File: src/rtl/exception_sequencer.sv
// exception_sequencer
//   Multicycle exception handler for the processor datapath. It latches an
//   exception request and writes the return address to EPC. It then drives the
//   memory-address mux to the matching vector address. After the memory read
//   latency has elapsed, it passes the handler byte through to the PC register.
//
// Ports
//   clk           rising-edge system clock
//   reset         asynchronous, active-low reset
//   exc_opcode    invalid-opcode request (highest priority)
//   exc_overflow  ALU overflow request
//   exc_div0      divide-by-zero request (lowest priority)
//   pc_in         current PC, latched when a request is accepted
//   mem_data_in   memory read data; the handler address is bits [7:0]
//   busy          high in every non-IDLE state
//   mux_own       high while this block owns the memory-address select
//   mux_sel       vector select: 0110 opcode, 0111 overflow, 1000 div0, 0000 idle
//   epc_wr        one-cycle EPC write strobe
//   epc_out       EPC write data (latched PC minus RETURN_OFFSET, wrapping)
//   pc_wr         one-cycle PC write strobe
//   pc_out        PC write data, zero-extended handler byte
//   cause         latched cause: 00 opcode, 01 overflow, 10 div0
//   done          one-cycle pulse, coincident with pc_wr
module exception_sequencer #(
  parameter int unsigned MEM_LATENCY   = 2,      // legal 1..15
  parameter logic [31:0] RETURN_OFFSET = 32'd4
) (
  input  logic        clk,
  input  logic        reset,
  input  logic        exc_opcode,
  input  logic        exc_overflow,
  input  logic        exc_div0,
  input  logic [31:0] pc_in,
  input  logic [31:0] mem_data_in,
  output logic        busy,
  output logic        mux_own,
  output logic [3:0]  mux_sel,
  output logic        epc_wr,
  output logic [31:0] epc_out,
  output logic        pc_wr,
  output logic [31:0] pc_out,
  output logic [1:0]  cause,
  output logic        done
);

  typedef enum logic [1:0] {
    IDLE = 2'b00,
    SAVE = 2'b01,
    WAIT = 2'b10,
    LOAD = 2'b11
  } state_t;

  localparam logic [1:0] CAUSE_OPCODE   = 2'b00;
  localparam logic [1:0] CAUSE_OVERFLOW = 2'b01;
  localparam logic [1:0] CAUSE_DIV0     = 2'b10;

  // The counter is loaded in SAVE so that WAIT lasts exactly MEM_LATENCY cycles.
  localparam logic [3:0] WAIT_LOAD = 4'(MEM_LATENCY - 1);

  state_t      state;
  state_t      next_state;
  logic [3:0]  wait_cnt;
  logic [31:0] pc_lat;
  logic [1:0]  cause_lat;
  logic        any_req;
  logic [1:0]  req_cause;

  // Only the low byte of memory data is meaningful here.
  logic unused_mem_bits;
  assign unused_mem_bits = &{1'b0, mem_data_in[31:8]};

  assign any_req = exc_opcode | exc_overflow | exc_div0;

  // Fixed priority: opcode > overflow > div0.
  always_comb begin
    req_cause = CAUSE_DIV0;
    if (exc_opcode) begin
      req_cause = CAUSE_OPCODE;
    end else if (exc_overflow) begin
      req_cause = CAUSE_OVERFLOW;
    end
  end

  // State register.
  always_ff @(posedge clk or negedge reset) begin
    if (!reset) begin
      state <= IDLE;
    end else begin
      state <= next_state;
    end
  end

  // Datapath registers: latched PC, cause and the wait counter.
  always_ff @(posedge clk or negedge reset) begin
    if (!reset) begin
      wait_cnt  <= 4'd0;
      pc_lat    <= 32'd0;
      cause_lat <= 2'b00;
    end else begin
      case (state)
        IDLE: begin
          if (any_req) begin
            pc_lat    <= pc_in;
            cause_lat <= req_cause;
          end
        end
        SAVE: begin
          wait_cnt <= WAIT_LOAD;
        end
        WAIT: begin
          if (wait_cnt != 4'd0) begin
            wait_cnt <= wait_cnt - 4'd1;
          end
        end
        default: begin
        end
      endcase
    end
  end

  // Next state and outputs. All outputs are functions of state, so the
  // asynchronous reset forcing IDLE immediately clears every strobe.
  always_comb begin
    next_state = IDLE;
    busy       = 1'b0;
    mux_own    = 1'b0;
    mux_sel    = 4'b0000;
    epc_wr     = 1'b0;
    epc_out    = 32'd0;
    pc_wr      = 1'b0;
    pc_out     = 32'd0;
    done       = 1'b0;

    case (state)
      IDLE: begin
        next_state = any_req ? SAVE : IDLE;
      end
      SAVE: begin
        next_state = WAIT;
        busy       = 1'b1;
        mux_own    = 1'b1;
        epc_wr     = 1'b1;
        epc_out    = pc_lat - RETURN_OFFSET;
      end
      WAIT: begin
        next_state = (wait_cnt == 4'd0) ? LOAD : WAIT;
        busy       = 1'b1;
        mux_own    = 1'b1;
      end
      LOAD: begin
        next_state = IDLE;
        busy       = 1'b1;
        mux_own    = 1'b1;
        pc_wr      = 1'b1;
        done       = 1'b1;
        pc_out     = {24'h0, mem_data_in[7:0]};
      end
      default: begin
        next_state = IDLE;
      end
    endcase

    if (mux_own) begin
      case (cause_lat)
        CAUSE_OPCODE:   mux_sel = 4'b0110;
        CAUSE_OVERFLOW: mux_sel = 4'b0111;
        CAUSE_DIV0:     mux_sel = 4'b1000;
        default:        mux_sel = 4'b0000;
      endcase
    end
  end

  assign cause = cause_lat;

endmodule

File: config.mk
export PLATFORM = sky130hd
export DESIGN_NAME = exception_sequencer
export DESIGN_NICKNAME = d
export VERILOG_FILES = /design/src/rtl/exception_sequencer.sv
export SDC_FILE = /design/constraint.sdc
export NUM_CORES = 1
export LEC_CHECK = 0
export ABC_AREA = 1
export BUFFER_PORTS_ARGS = -buffer_cell sky130_fd_sc_hd__buf_2
export CAP_MARGIN = 20
export CORE_MARGIN = 2
export CORE_UTILIZATION = 47
export CTS_CLUSTER_DIAMETER = 150
export DETAILED_ROUTE_END_ITERATION = 10
export GPL_ROUTABILITY_DRIVEN = 1
export PLACE_DENSITY = 0.81
export SETUP_SLACK_MARGIN = 0.02
export SLEW_MARGIN = 0
export SYNTH_ARGS = -nofsm -noshare
export SYNTH_HDL_FRONTEND = slang
export SYNTH_SLANG_ARGS = --single-unit
File: constraint.sdc
create_clock -name clk -period 2.2 [get_ports clk]
set_clock_uncertainty 0.15 [all_clocks]
set_input_delay 0.11 -clock clk [delete_from_list [all_inputs] [get_ports clk]]
set_output_delay 0.11 -clock clk [all_outputs]
set_load 0.05 [all_outputs]
==> metrics.yaml <==
run_status:
  status: "completed"
run:
  drv_cap: 0
grt:
  grt.total_usage: 0.2377
  gr-total-overflow: 0
  grt_pass1_wl_um: 13630
  antenna_found_initial: 0
  grt_max_degree: 57
  grt_pass1_vias: 3104
floorplanning:
  fp.dieArea_mm2: 0.006944
  die_x_um: 83.33
  core_mm2: 0.005991
  start_util: 0.4937
  ios: 144
  rows: 28
  die_y_um: 83.33
clocking:
  cts_buffers: 5
  cts_sinks: 40
  tritoncts: "built"
  clk_pin_slew_ns: 0.08
  cts-htree-levels: 2
  cts-root-buf: "clkbuf_8"
  cts_buffer_depth: 2
  clk_latency_ns: 0.30
logic_synthesis:
  ys.flop_type: "dfrtp_1"
  syn-cell-area_mm2: 0.002958
  async_reset_ff_frac: 1.000
  synth_top_cell_area_share: 0.3384
  syn_avg_cell_area_um2: 6.602
  synthMostInstantiatedCell: "nand2_1"
  yosys-top-cells-count: "nand2_1, nor2_1, inv_1"
  synthCells: 448
  ys_top_cells_by_area: "dfrtp_1, nand2_1, nor2_1"
  ys_ff_latch: 40
  yosysWarnings: 0
  synth-seq-area-share: 0.3384
  synth_edf_count: 0
  synth_top_area_cell: "dfrtp_1"
  ys_types: 33
power_and_ir_drop:
  p_per_area_mw_per_mm2: 1447
  peakVddDrop_v: 0.0008889
  p_leak_nw: 2.132
timing:
  rsz0062_at_grt: "yes"
  fin_crit_ns: 2.153
  worst_hold_slack_ns: 0.3313
  slew_headroom: 0.3961
  fmax_mhz: 464.5
  layout_setup_ws_ns: 0.04717
  worst_pin_slew_ns: 0.9059
  setup_viol: 0
  period_share: 0.9786
  finalHoldViolations: 0
  drv_slew: 0
worst_setup_path:
  cp.arrival_ns: 1.89
  critPathKind: "flip-flop to output pin"
  r2r-end: "pc_lat[12]"
  r2r_setup_slack_ns: 0.33
  r2r-start: "state[0]"
  critPathRequiredTime_ns: 1.94
  critPathCaptureType: "output pin"
  reg2reg_depth: 8
  start_kind: "flip-flop"
  path_max_fanout: 3
route:
  drt_pass1_iterations: 5
  wl_per_cell_um: 13.23
  ant_nets: 0
  drc: 0
  vias: 3265
  via_per_inst: 4.977
  wl_um: 8679
  drtIter0Drc: 228
layout:
  layout.nets: 656
  postLayoutCoreUtil: 0.6894
  syn2layout_area_growth_pct: 39.64
  drive_above_1_share: 0.2978
  num_antenna_cells: 0
  final_cell_area_mm2: 0.004130
placement:
  place_ws_ns: 0.1589
  dp_hpwl_um: 5837
  gp_congestion: 0.8891
  place_area_mm2: 0.003425
  portBuffers: 95
worst_hold_path:
  hp-class: "input port to asynchronous set/reset pin"
## logic make-up after synthesis
family,count (synthesis),synth area share
and+or+nand+nor,252,0.3680
buffers and inverters,87,0.1523
AOI/OAI and AO/OA,58,0.1015
DFF,40,0.3384
adders and majority gates,7,0.02961
xor gates and xnor gates,3,0.008885
other,1,0.001268
## routing by layer
| layer | global-route usage | up-vias | wire length, um |
|---|---|---|---|
| met5 | 0 | - | 0 |
| met4 | 0.08346 | 0 | 197 |
| met3 | 0.04076 | 21 | 697 |
| met2 | 0.4311 | 164 | 4320 |
| met1 | 0.2811 | 1484 | 3463 |
| li1 | - | 1596 | - |
## report_power, final
group / internal, mW / switching (mW) / total (mW)
logic: 1.13 / 2.75 / 3.88
clock network: 0.254 / 0.281 / 0.535
registers: 1.11 / 0.457 / 1.56
total: 2.49 / 3.48 / 5.98
## worst max-delay path: stages (launching register included)
cell and delay, ns:
dfrtp_1 0.43, nor2_1 0.18, nand2_1 0.14, nor2_2 0.22, nand2_1 0.13, nor2_4 0.11, nor2_1 0.05, nor2_1 0.14
buf_6 0.18
## layout by cell type, fill, tap and decap left out, types with 10 or more instances in the layout
cell             n
o21ai_0         21
nor2_4          14
nor2_1          64
o21ai_1         18
buf_4           11
dlygate4sd3_1   36
inv_1           43
buf_2           74
buf_6           10
conb_1          24
dfrtp_1         36
nand2_1        131
nor2_2          12
## per-stage QoR
| stage | std cells | setup TNS, ns | power [mW] |
|---|---|---|---|
| final | 656 | 0 | 5.977 |
| after detailed placement | 607 | 0 | 4.989 |
| after CTS | 651 | 0 | 5.622 |
| after global placement | 607 | 0 | 4.873 |
| after floorplan | 471 | 0 | 4.290 |
| after global routing | 656 | -0.2701 | 6.379 |
## how the worst max path moves through the flow
stage / start / end / slack (ns)
floorplan: state[1] / epc_out[26] / 0.02
global placement: pc_lat[2] / epc_out[28] / 0.20
detailed placement: pc_lat[2] / epc_out[28] / 0.16
CTS: pc_lat[3] / epc_out[28] / 0.01
global route: pc_lat[14] / epc_out[29] / -0.1
finish: pc_lat[14] / epc_out[29] / 0.05
## repair_timing
| action | CTS | global route |
|---|---|---|
| buffers inserted | 0 | 5 |
| gates cloned | 0 | 0 |
| endpoints found under the setup margin | 8 | 21 |
| pin swaps | 1 | 7 |
| endpoints found under the hold margin | 75 | 0 |
| hold buffers | 36 | 0 |
| gates resized for setup | 15 | 61 |
## flip-flops by register name, summed over array words and instances, names as in the netlist
| register | flops |
|---|---|
| wait_cnt | 4 |
| state | 2 |
| cause | 2 |
| pc_lat | 32 |
## layout make-up
class,count,area [um^2]
clock buffer,6,82.58
clock inverter,2,15.01
fill,477,1861
inverter,50,193.9
multi-input combinational,344,1740
sequential,40,1006
tap,75,93.84
timing repair buffer,139,998.5
No activity file was read; power rests on OpenSTA's default activity.
